==> src/rtl/hada.sv <==
// hada: shared types for the hada runtime arithmetic blocks.
// Contents:
//   div_op_t : selects truncating (quotRem) or flooring (divMod) division.
package hada;

    typedef enum logic {
        DIV_QUOT_REM = 1'b0,
        DIV_DIV_MOD  = 1'b1
    } div_op_t;

endpackage

==> src/rtl/hada_div_step.sv <==
// hada_div_step: one combinational restoring-division step.
// Ports:
//   i_rem  : partial remainder before the step (WIDTH+1 bits, always < i_div)
//   i_bit  : next dividend bit, MSB first
//   i_div  : divisor magnitude
//   o_rem  : partial remainder after the step
//   o_qbit : quotient bit produced by this step
module hada_div_step #(
    parameter int unsigned WIDTH = 64
) (
    input  logic [WIDTH:0]   i_rem,
    input  logic             i_bit,
    input  logic [WIDTH-1:0] i_div,
    output logic [WIDTH:0]   o_rem,
    output logic             o_qbit
);

    // One extra bit on top so the borrow of the trial subtraction is visible.
    logic [WIDTH+1:0] w_diff;

    always_comb begin
        w_diff = {i_rem, i_bit} - {2'b00, i_div};
        o_qbit = ~w_diff[WIDTH+1];
        o_rem  = o_qbit ? w_diff[WIDTH:0] : {i_rem[WIDTH-1:0], i_bit};
    end

endmodule

==> src/rtl/hada_divmod.sv <==
// hada_divmod: multi-cycle quotRem / divMod divider with valid/ready handshakes.
// Ports:
//   clk, rst_n          : clock, asynchronous active-low reset
//   in_valid/in_ready   : request handshake; in_a dividend, in_b divisor, in_op operation
//   out_valid/out_ready : result handshake; out_q quotient, out_r remainder/modulus
//   out_divz            : divisor was zero (q=0, r=a)
//   out_ovf             : signed minBound / -1 wrapped
module hada_divmod
    import hada::*;
#(
    parameter int unsigned WIDTH  = 64,
    parameter bit          SIGNED = 1'b1
) (
    input  logic             clk,
    input  logic             rst_n,
    input  logic             in_valid,
    output logic             in_ready,
    input  logic [WIDTH-1:0] in_a,
    input  logic [WIDTH-1:0] in_b,
    input  div_op_t          in_op,
    output logic             out_valid,
    input  logic             out_ready,
    output logic [WIDTH-1:0] out_q,
    output logic [WIDTH-1:0] out_r,
    output logic             out_divz,
    output logic             out_ovf
);

    localparam int unsigned      CntW   = $clog2(WIDTH);
    localparam logic [WIDTH-1:0] MinVal = {1'b1, {(WIDTH-1){1'b0}}};

    typedef enum logic [1:0] {StIdle, StCalc, StFix, StDone} state_t;

    state_t           r_state, w_state_d;
    logic [CntW-1:0]  r_cnt;
    logic [WIDTH:0]   r_rem;
    logic [WIDTH-1:0] r_dq;     // dividend bits shift out the top, quotient bits in the bottom
    logic [WIDTH-1:0] r_bmag, r_a, r_b;
    div_op_t          r_op;
    logic             r_sa, r_sb;
    logic [WIDTH-1:0] r_q, r_r;
    logic             r_divz, r_ovf, r_valid;

    logic [WIDTH:0]   w_step_rem;
    logic             w_qbit;
    logic             w_in_sa, w_in_sb, w_neg_q, w_floor, w_divz, w_ovf;
    logic [WIDTH-1:0] w_q_sgn, w_r_sgn, w_q_fix, w_r_fix;

    hada_div_step #(.WIDTH(WIDTH)) u_step (
        .i_rem  (r_rem),
        .i_bit  (r_dq[WIDTH-1]),
        .i_div  (r_bmag),
        .o_rem  (w_step_rem),
        .o_qbit (w_qbit)
    );

    assign w_in_sa   = SIGNED && in_a[WIDTH-1];
    assign w_in_sb   = SIGNED && in_b[WIDTH-1];
    assign in_ready  = (r_state == StIdle);
    assign out_valid = r_valid;
    assign out_q     = r_q;
    assign out_r     = r_r;
    assign out_divz  = r_divz;
    assign out_ovf   = r_ovf;

    // Sign fix-up applied to the unsigned magnitudes in the FIX state.
    always_comb begin
        w_divz  = (r_b == '0);
        w_neg_q = r_sa ^ r_sb;
        w_q_sgn = w_neg_q ? -r_dq : r_dq;
        w_r_sgn = r_sa ? -r_rem[WIDTH-1:0] : r_rem[WIDTH-1:0];
        w_floor = (r_op == DIV_DIV_MOD) && w_neg_q && (w_r_sgn != '0);
        w_q_fix = w_floor ? (w_q_sgn - WIDTH'(1)) : w_q_sgn;
        w_r_fix = w_floor ? (w_r_sgn + r_b) : w_r_sgn;
        w_ovf   = SIGNED && (r_a == MinVal) && (r_b == '1);
        if (w_divz) begin
            w_q_fix = '0;
            w_r_fix = r_a;
            w_ovf   = 1'b0;
        end
    end

    always_comb begin
        w_state_d = r_state;
        case (r_state)
            StIdle: if (in_valid) w_state_d = (in_b == '0) ? StFix : StCalc;
            StCalc: if (r_cnt == '0) w_state_d = StFix;
            StFix:  w_state_d = StDone;
            StDone: if (r_valid && out_ready) w_state_d = StIdle;
            default: w_state_d = StIdle;
        endcase
    end

    always_ff @(posedge clk or negedge rst_n) begin
        if (!rst_n) begin
            r_state <= StIdle;
        end else begin
            r_state <= w_state_d;
        end
    end

    always_ff @(posedge clk or negedge rst_n) begin
        if (!rst_n) begin
            r_cnt   <= '0;
            r_rem   <= '0;
            r_dq    <= '0;
            r_bmag  <= '0;
            r_a     <= '0;
            r_b     <= '0;
            r_op    <= DIV_QUOT_REM;
            r_sa    <= 1'b0;
            r_sb    <= 1'b0;
            r_q     <= '0;
            r_r     <= '0;
            r_divz  <= 1'b0;
            r_ovf   <= 1'b0;
            r_valid <= 1'b0;
        end else begin
            // out_valid is registered one cycle behind DONE entry and drops on handshake.
            r_valid <= (r_state == StDone) && !(r_valid && out_ready);
            case (r_state)
                StIdle: begin
                    if (in_valid) begin
                        r_a    <= in_a;
                        r_b    <= in_b;
                        r_op   <= in_op;
                        r_sa   <= w_in_sa;
                        r_sb   <= w_in_sb;
                        r_dq   <= w_in_sa ? -in_a : in_a;
                        r_bmag <= w_in_sb ? -in_b : in_b;
                        r_rem  <= '0;
                        r_cnt  <= CntW'(WIDTH - 1);
                    end
                end
                StCalc: begin
                    r_rem <= w_step_rem;
                    r_dq  <= {r_dq[WIDTH-2:0], w_qbit};
                    r_cnt <= r_cnt - CntW'(1);
                end
                StFix: begin
                    r_q    <= w_q_fix;
                    r_r    <= w_r_fix;
                    r_divz <= w_divz;
                    r_ovf  <= w_ovf;
                end
                default: ;
            endcase
        end
    end

endmodule

==> config.mk <==
export PLATFORM = sky130hd
export DESIGN_NAME = hada_divmod
export DESIGN_NICKNAME = d
export VERILOG_FILES = /design/src/rtl/hada.sv /design/src/rtl/hada_div_step.sv /design/src/rtl/hada_divmod.sv
export SDC_FILE = /design/constraint.sdc
export NUM_CORES = 2
export LEC_CHECK = 0
export ABC_AREA = 1
export BUFFER_PORTS_ARGS = -buffer_cell sky130_fd_sc_hd__buf_2
export CAP_MARGIN = 10
export CORE_ASPECT_RATIO = 1.4
export CORE_MARGIN = 3
export CORE_UTILIZATION = 33
export DETAILED_ROUTE_END_ITERATION = 10
export GPL_ROUTABILITY_DRIVEN = 0
export RECOVER_POWER = 100
export SYNTH_ARGS = -nofsm -noshare
export SYNTH_HDL_FRONTEND = slang
export SYNTH_SLANG_ARGS = --single-unit
==> constraint.sdc <==
create_clock -name clk -period 8.25 [get_ports clk]
set_clock_uncertainty 0.1 [all_clocks]
set_input_delay 1.65 -clock clk [delete_from_list [all_inputs] [get_ports clk]]
set_output_delay 1.65 -clock clk [all_outputs]
set_load 0.01 [all_outputs]
* Word-level counts from Yosys, hierarchy flattened
Index checks and enable logic that the tools add are counted.
Storage, ports and cells: register bits after elaboration 463, latch bits 0, memory bits (writable) 0, memory bits (read-only) 0, bits of input ports 133, output and inout bits 132, word-level logic and storage cells 69, memories 0
Operators by class: add/sub/neg operators 8, multiply operators 0, divide/modulo/power cells 0, magnitude comparators 0, equality and inequality tests 8, shifts and indexed selects 0, multiplexer cells 21, bitwise gates (word level) 2, reduce and logical (&&, ||, !) cells 15
Operator list (count):
- 2-to-1 mux 64 bit | 9
- negator 64 bit | 4
- 2-to-1 mux 65 bit | 2
- one-hot mux 65 bit (2 select lines) | 1
- == test 64 bit (second input constant) | 2
- logical NOT 64 bit | 2
- one-hot mux 64 bit (2 select lines) | 1
- subtractor 66 x 64 -> 66 bit | 1
- adder 64 bit | 1
- nonzero test 64 bit | 1
- subtractor 64 x 1 -> 64 bit (second input constant) | 1
- one-hot mux 6 bit (2 select lines) | 1
- 2-to-1 mux 2 bit | 4
- one-hot mux 2 bit (4 select lines) | 1
- logical NOT 6 bit | 1
- 2-to-1 mux 6 bit | 1
- != test 2 bit (second input constant) | 3
- subtractor 6 x 1 -> 6 bit (second input constant) | 1
- logical AND 1 bit | 5
- == test 2 bit (second input constant) | 2
- AND reduction 2 bit | 2
- AND reduction 3 bit | 1
- == test 2 x 1 -> 1 bit (second input constant) | 1
- logical NOT 2 bit | 1
- 5 further kinds | 5

* Depth between registers and ports, before layout
depth after elaboration 6, depth in mapped cells 30

* Hierarchy
From an unflattened synthesis, not the netlist that was laid out.
Second synthesis, totals: cells, all modules 7130, area, all modules 42796.0 sq um
Modules (own cells, without submodules):
- hada_divmod | instances 1, cells an instance 5478, area an instance 34968.5 sq um, sequential area each 11511.0 sq um
- hada_div_step | instances 1, cells an instance 1652, area an instance 7827.5 sq um, sequential area each 0.0 sq um

* Worst setup path after synthesis
No wires, ideal clock.
path type in2reg, start input port in_a[0], end register r_dq[60], setup time 0.130 ns, arrival time 3.595 ns, data required time 8.020 ns, path slack 4.425 ns, stages on the path 17, buffers on the path 0, path through inv_1 ha_1 inv_1 nor3_1 inv_1 nor2_1 nand2_1 nor2_1 nand3_1 nor2_1 nand2_1 nor2_1 a21oi_1 a21oi_1 a21oi_1 o21ai_0 o21ai_0
On the way: longest elaborated chain between the ends 4
RTL lines:
- start, declared | RTL line hada_divmod.sv:18 | input logic [WIDTH-1:0] in_a,
- negator 64 bit | RTL line hada_divmod.sv:129 | r_dq <= w_in_sa ? -in_a : in_a;
- 2-to-1 mux 64 bit | RTL line hada_divmod.sv:129
- 2-to-1 mux 64 bit | RTL line hada_divmod.sv:123 | if (in_valid) begin
- one-hot mux 64 bit (2 select lines) | RTL line hada_divmod.sv:121 | case (r_state)
- end signal, assigned | RTL line hada_divmod.sv:129
- end signal, assigned | RTL line hada_divmod.sv:137 | r_dq <= {r_dq[WIDTH-2:0], w_qbit};
- end, declared | RTL line hada_divmod.sv:37 | logic [WIDTH-1:0] r_dq;
No other way between the ends. The select of a mux whose other input is x is not followed. A chain may end at the register's enable or synchronous reset.

==> flow_metrics.tcl <==
set metrics [dict create \
    grt_pass1_wl_um 267700 \
    power_frac_clock_pct 14.0 \
    cp_slowest_cell "nor2_1" \
    cpMostUsedCell "nand2_1" \
    power_leakage_nw 21.77 \
    yosys-top-cells-count "nand2_1 (1881), nor2_1 (794), inv_1 (762), o21ai_0 (555), dfrtp_1 (460)" \
    seq_power_share_pct 22.0 \
    synthCells 6387 \
    critPathLaunchType "flip-flop" \
    wire_per_inst_um 22.13 \
    cts_resized 0 \
    finalSetupViolCount 0 \
    postCtsHoldBufs 0 \
    core-area_mm2 0.1196 \
    ys.flop_type "dfrtp_1" \
    violations "max-capacitance violations, max-slew violations" \
    worstPathArrival_ns 7.29 \
    cts_setup_buffers 0 \
    slowest_delay_ns 1.71 \
    grtUsageTotal_pct 28.22 \
    tns_ns 0 \
    synthTopCellsByArea "dfrtp_1 (29%), nand2_1 (18%), nor2_1 (7.5%), inv_1 (7.2%), o21ai_0 (7.0%)" \
    critPathTopFamily "simple AND/OR/NAND/NOR gates" \
    rsz0062_at_grt "no" \
    period_share_pct 83.12 \
    initial_core_util_pct 33.29 \
    hold_path_depth 2 \
    yosysSeqAreaShare_pct 28.92 \
    min_path_type "flip-flop to flip-flop" \
    p_int_mw 8.337 \
    insertion_delay_ns 0.67 \
    hpwl_um 145000 \
    p_switching_mw 10.97 \
    wirelength_um 181800 \
    critical_path_buf_inv_count 2 \
    p_comb_share_pct 64.0 \
    rr_worst_depth 18 \
    yosysTopAreaCellShare_pct 28.92 \
    grt_max_degree 140 \
    overflow 0 \
    peakVddDrop_uv 205.5 \
    root_buffer "clkbuf_16" \
    die_w_um 299.5 \
    first_iter_violations 4912 \
    slew_headroom_pct -240.6 \
    drc_errors 0 \
    cts_tree "done" \
    io_buffers 264 \
    grt_pass1_vias 43120 \
    path_class "flip-flop to flip-flop" \
    row_count 150 \
    ioPinCount 265 \
    cts_made_buffers 56 \
    dieArea_mm2 0.1249 \
    num-nets-final 6844 \
    ant_nets 0 \
    drive_gt1_share_pct 4.983 \
    clkTransAtPathRegs_ns 0.06 \
    required_ns 8.68 \
    viasPerCell 5.485 \
    layout_min_cycle_time_ns 6.857 \
    synth.most_common_cell "nand2_1" \
    avgSynthCellArea_um2 6.232 \
    synth_edf_count 0 \
    die_h_um 416.9 \
    yosysWarnings 0 \
    via_count 45070 \
    drv_slew 592 \
    tightest_slew_ns 5.109 \
    dp.cells 8095 \
    clockBufferDepth 3 \
    timing.fmax_ghz 0.1458 \
    synth_area_mm2 0.03980 \
    dr.pass1.iters 9 \
    cts.sinks 460 \
    antenna_found_initial 27 \
    cap_viol_max_count 10 \
    end_kind "flip-flop" \
    crit_chain "nor2_1, nor2_1, buf_4, nand2_1, nand2_1, nand2_1, nor2_2, nand2_1, nor2_4, nand4_2, inv_2, nand2_1, nor2_1, nand4_1, nand2_1, nand2_1, nand3_1, nand2_1" \
    swShare_pct 56.81 \
    async_flop_share_pct 100.0 \
    crit_fanout 39 \
    finalHoldViolations 0 \
    stdcell_count 8216 \
    synth_seq_cells 460 \
    ctsHtreeMaxLevel 2 \
    p_per_area_mw_per_mm2 434.7 \
    synthToLayoutAreaGrowth_pct 11.56 \
    synth_nets 6674 \
    synth_area_leader_cell "dfrtp_1" \
    synth.distinct_cells 56 \
    status "finished with violations" \
    cp.depth 18 \
]
==> per-stage QoR <==
step | area [um^2] | power (mW) | setup WS, ns | util (%) | hold WS [ns]
after global placement | 42650 | 16.22 | 2.658 | 35.68 | 0.3595
after global routing | 44360 | 20.80 | 1.155 | 37.11 | 0.3960
after floorplan | 39800 | 12.23 | 4.425 | - | 0.3492
after CTS | 44620 | 19.04 | 2.634 | 37.32 | 0.3735
final | 44410 | 19.30 | 1.393 | 37.14 | 0.3729
after detailed placement | 42650 | 16.25 | 2.674 | 35.68 | 0.3601
==> cells by family after synthesis <==
kind of cell	count (synthesis)	share of synthesized area, %
xor+xnor	187	4.134
buf+inv	970	9.493
flops	460	28.92
fa+ha+maj	154	4.879
simple gates	3436	35.88
compound gates	1180	16.69
==> state kept, by name, indices dropped and copies added (netlist names), 2 cells and up <==
register and flops:
out_q 64, out_r 64, r_a 64, r_b 63, r_bmag 64, r_cnt 6
r_dq 64, r_rem 65, r_state 2
==> placed cells by master, fill, tap and decap left out, types with 12 or more instances in the layout <==
| cell | Yosys | routed |
|---|---|---|
| a22oi_1 | 54 | 54 |
| clkbuf_1 | 121 | 147 |
| nand2_2 | 12 | 12 |
| inv_2 | 16 | 12 |
| o22ai_1 | 44 | 44 |
| inv_1 | 762 | 764 |
| buf_4 | 10 | 26 |
| o211ai_1 | 36 | 36 |
| xor2_1 | 139 | 139 |
| a31oi_1 | 62 | 62 |
| dfrtp_1 | 460 | 460 |
| clkbuf_16 | 0 | 56 |
| nor4_1 | 81 | 81 |
| xnor2_1 | 47 | 47 |
| diode_2 | 0 | 18 |
| nor2_2 | 17 | 16 |
| nor3_1 | 62 | 62 |
| o21ai_0 | 555 | 576 |
| nand2_1 | 1881 | 1880 |
| nor2_1 | 794 | 794 |
| ha_1 | 152 | 152 |
| nand3_1 | 447 | 447 |
| o21bai_1 | 23 | 23 |
| o31ai_1 | 12 | 12 |
| o221ai_1 | 37 | 37 |
| nand4_1 | 92 | 92 |
| o21a_1 | 14 | 14 |
| a21o_1 | 21 | 21 |
| buf_2 | 30 | 129 |
| a21oi_1 | 275 | 275 |
==> metal layers <==
| layer | part of all wire [%] | wire length (um) | global-route usage, % |
|---|---|---|---|
| met1 | 36 | 66200 | 32.45 |
| met2 | 46 | 83140 | 46.76 |
| met3 | 9.1 | 16630 | 5.659 |
| met4 | 8.7 | 15760 | 20.15 |
| met5 | 0.032 | 59 | 0 |
==> worst paths after layout <==
check,start,end,slack [ns]
min reg2reg,out_q[62]$_DFFE_PN0P_,out_q[62]$_DFFE_PN0P_,0.37
max,r_a[63]$_DFFE_PN0P_,out_q[55]$_DFFE_PN0P_,1.39
min in group asynchronous,rst_n,r_bmag[49]$_DFFE_PN0P_,2.74
max reg2reg,r_a[63]$_DFFE_PN0P_,out_q[55]$_DFFE_PN0P_,1.39
min,out_q[62]$_DFFE_PN0P_,out_q[62]$_DFFE_PN0P_,0.37
max in group asynchronous,rst_n,out_r[25]$_DFFE_PN0P_,2.36
==> final cells by class <==
cell class | instances | area [um^2]
well taps | 1596 | 1997
fillers | 13180 | 75150
diodes | 18 | 45.04
inverters | 782 | 2943
multi-input cells | 4957 | 24530
clock buffers | 72 | 1562
flip-flops and latches | 460 | 11510
clock inverters | 31 | 401.6
repair buffers | 300 | 1420
==> power groups by stage <==
stage / combinational, mW / clock, mW / sequential, mW
finish: 12.4 / 2.70 / 4.25
global route: 13.6 / 2.83 / 4.32
CTS: 12.1 / 2.74 / 4.18
detailed placement: 12.0 / 0 / 4.21
global placement: 12.0 / 0 / 4.20
floorplan: 8.35 / 0 / 3.88
==> worst min-delay path, cell delays in order, from the launching register on <==
cell and delay, ns:
dfrtp_1 0.34, nand2_1 0.05, nand2_1 0.05
(Power assumes the default switching activity.)
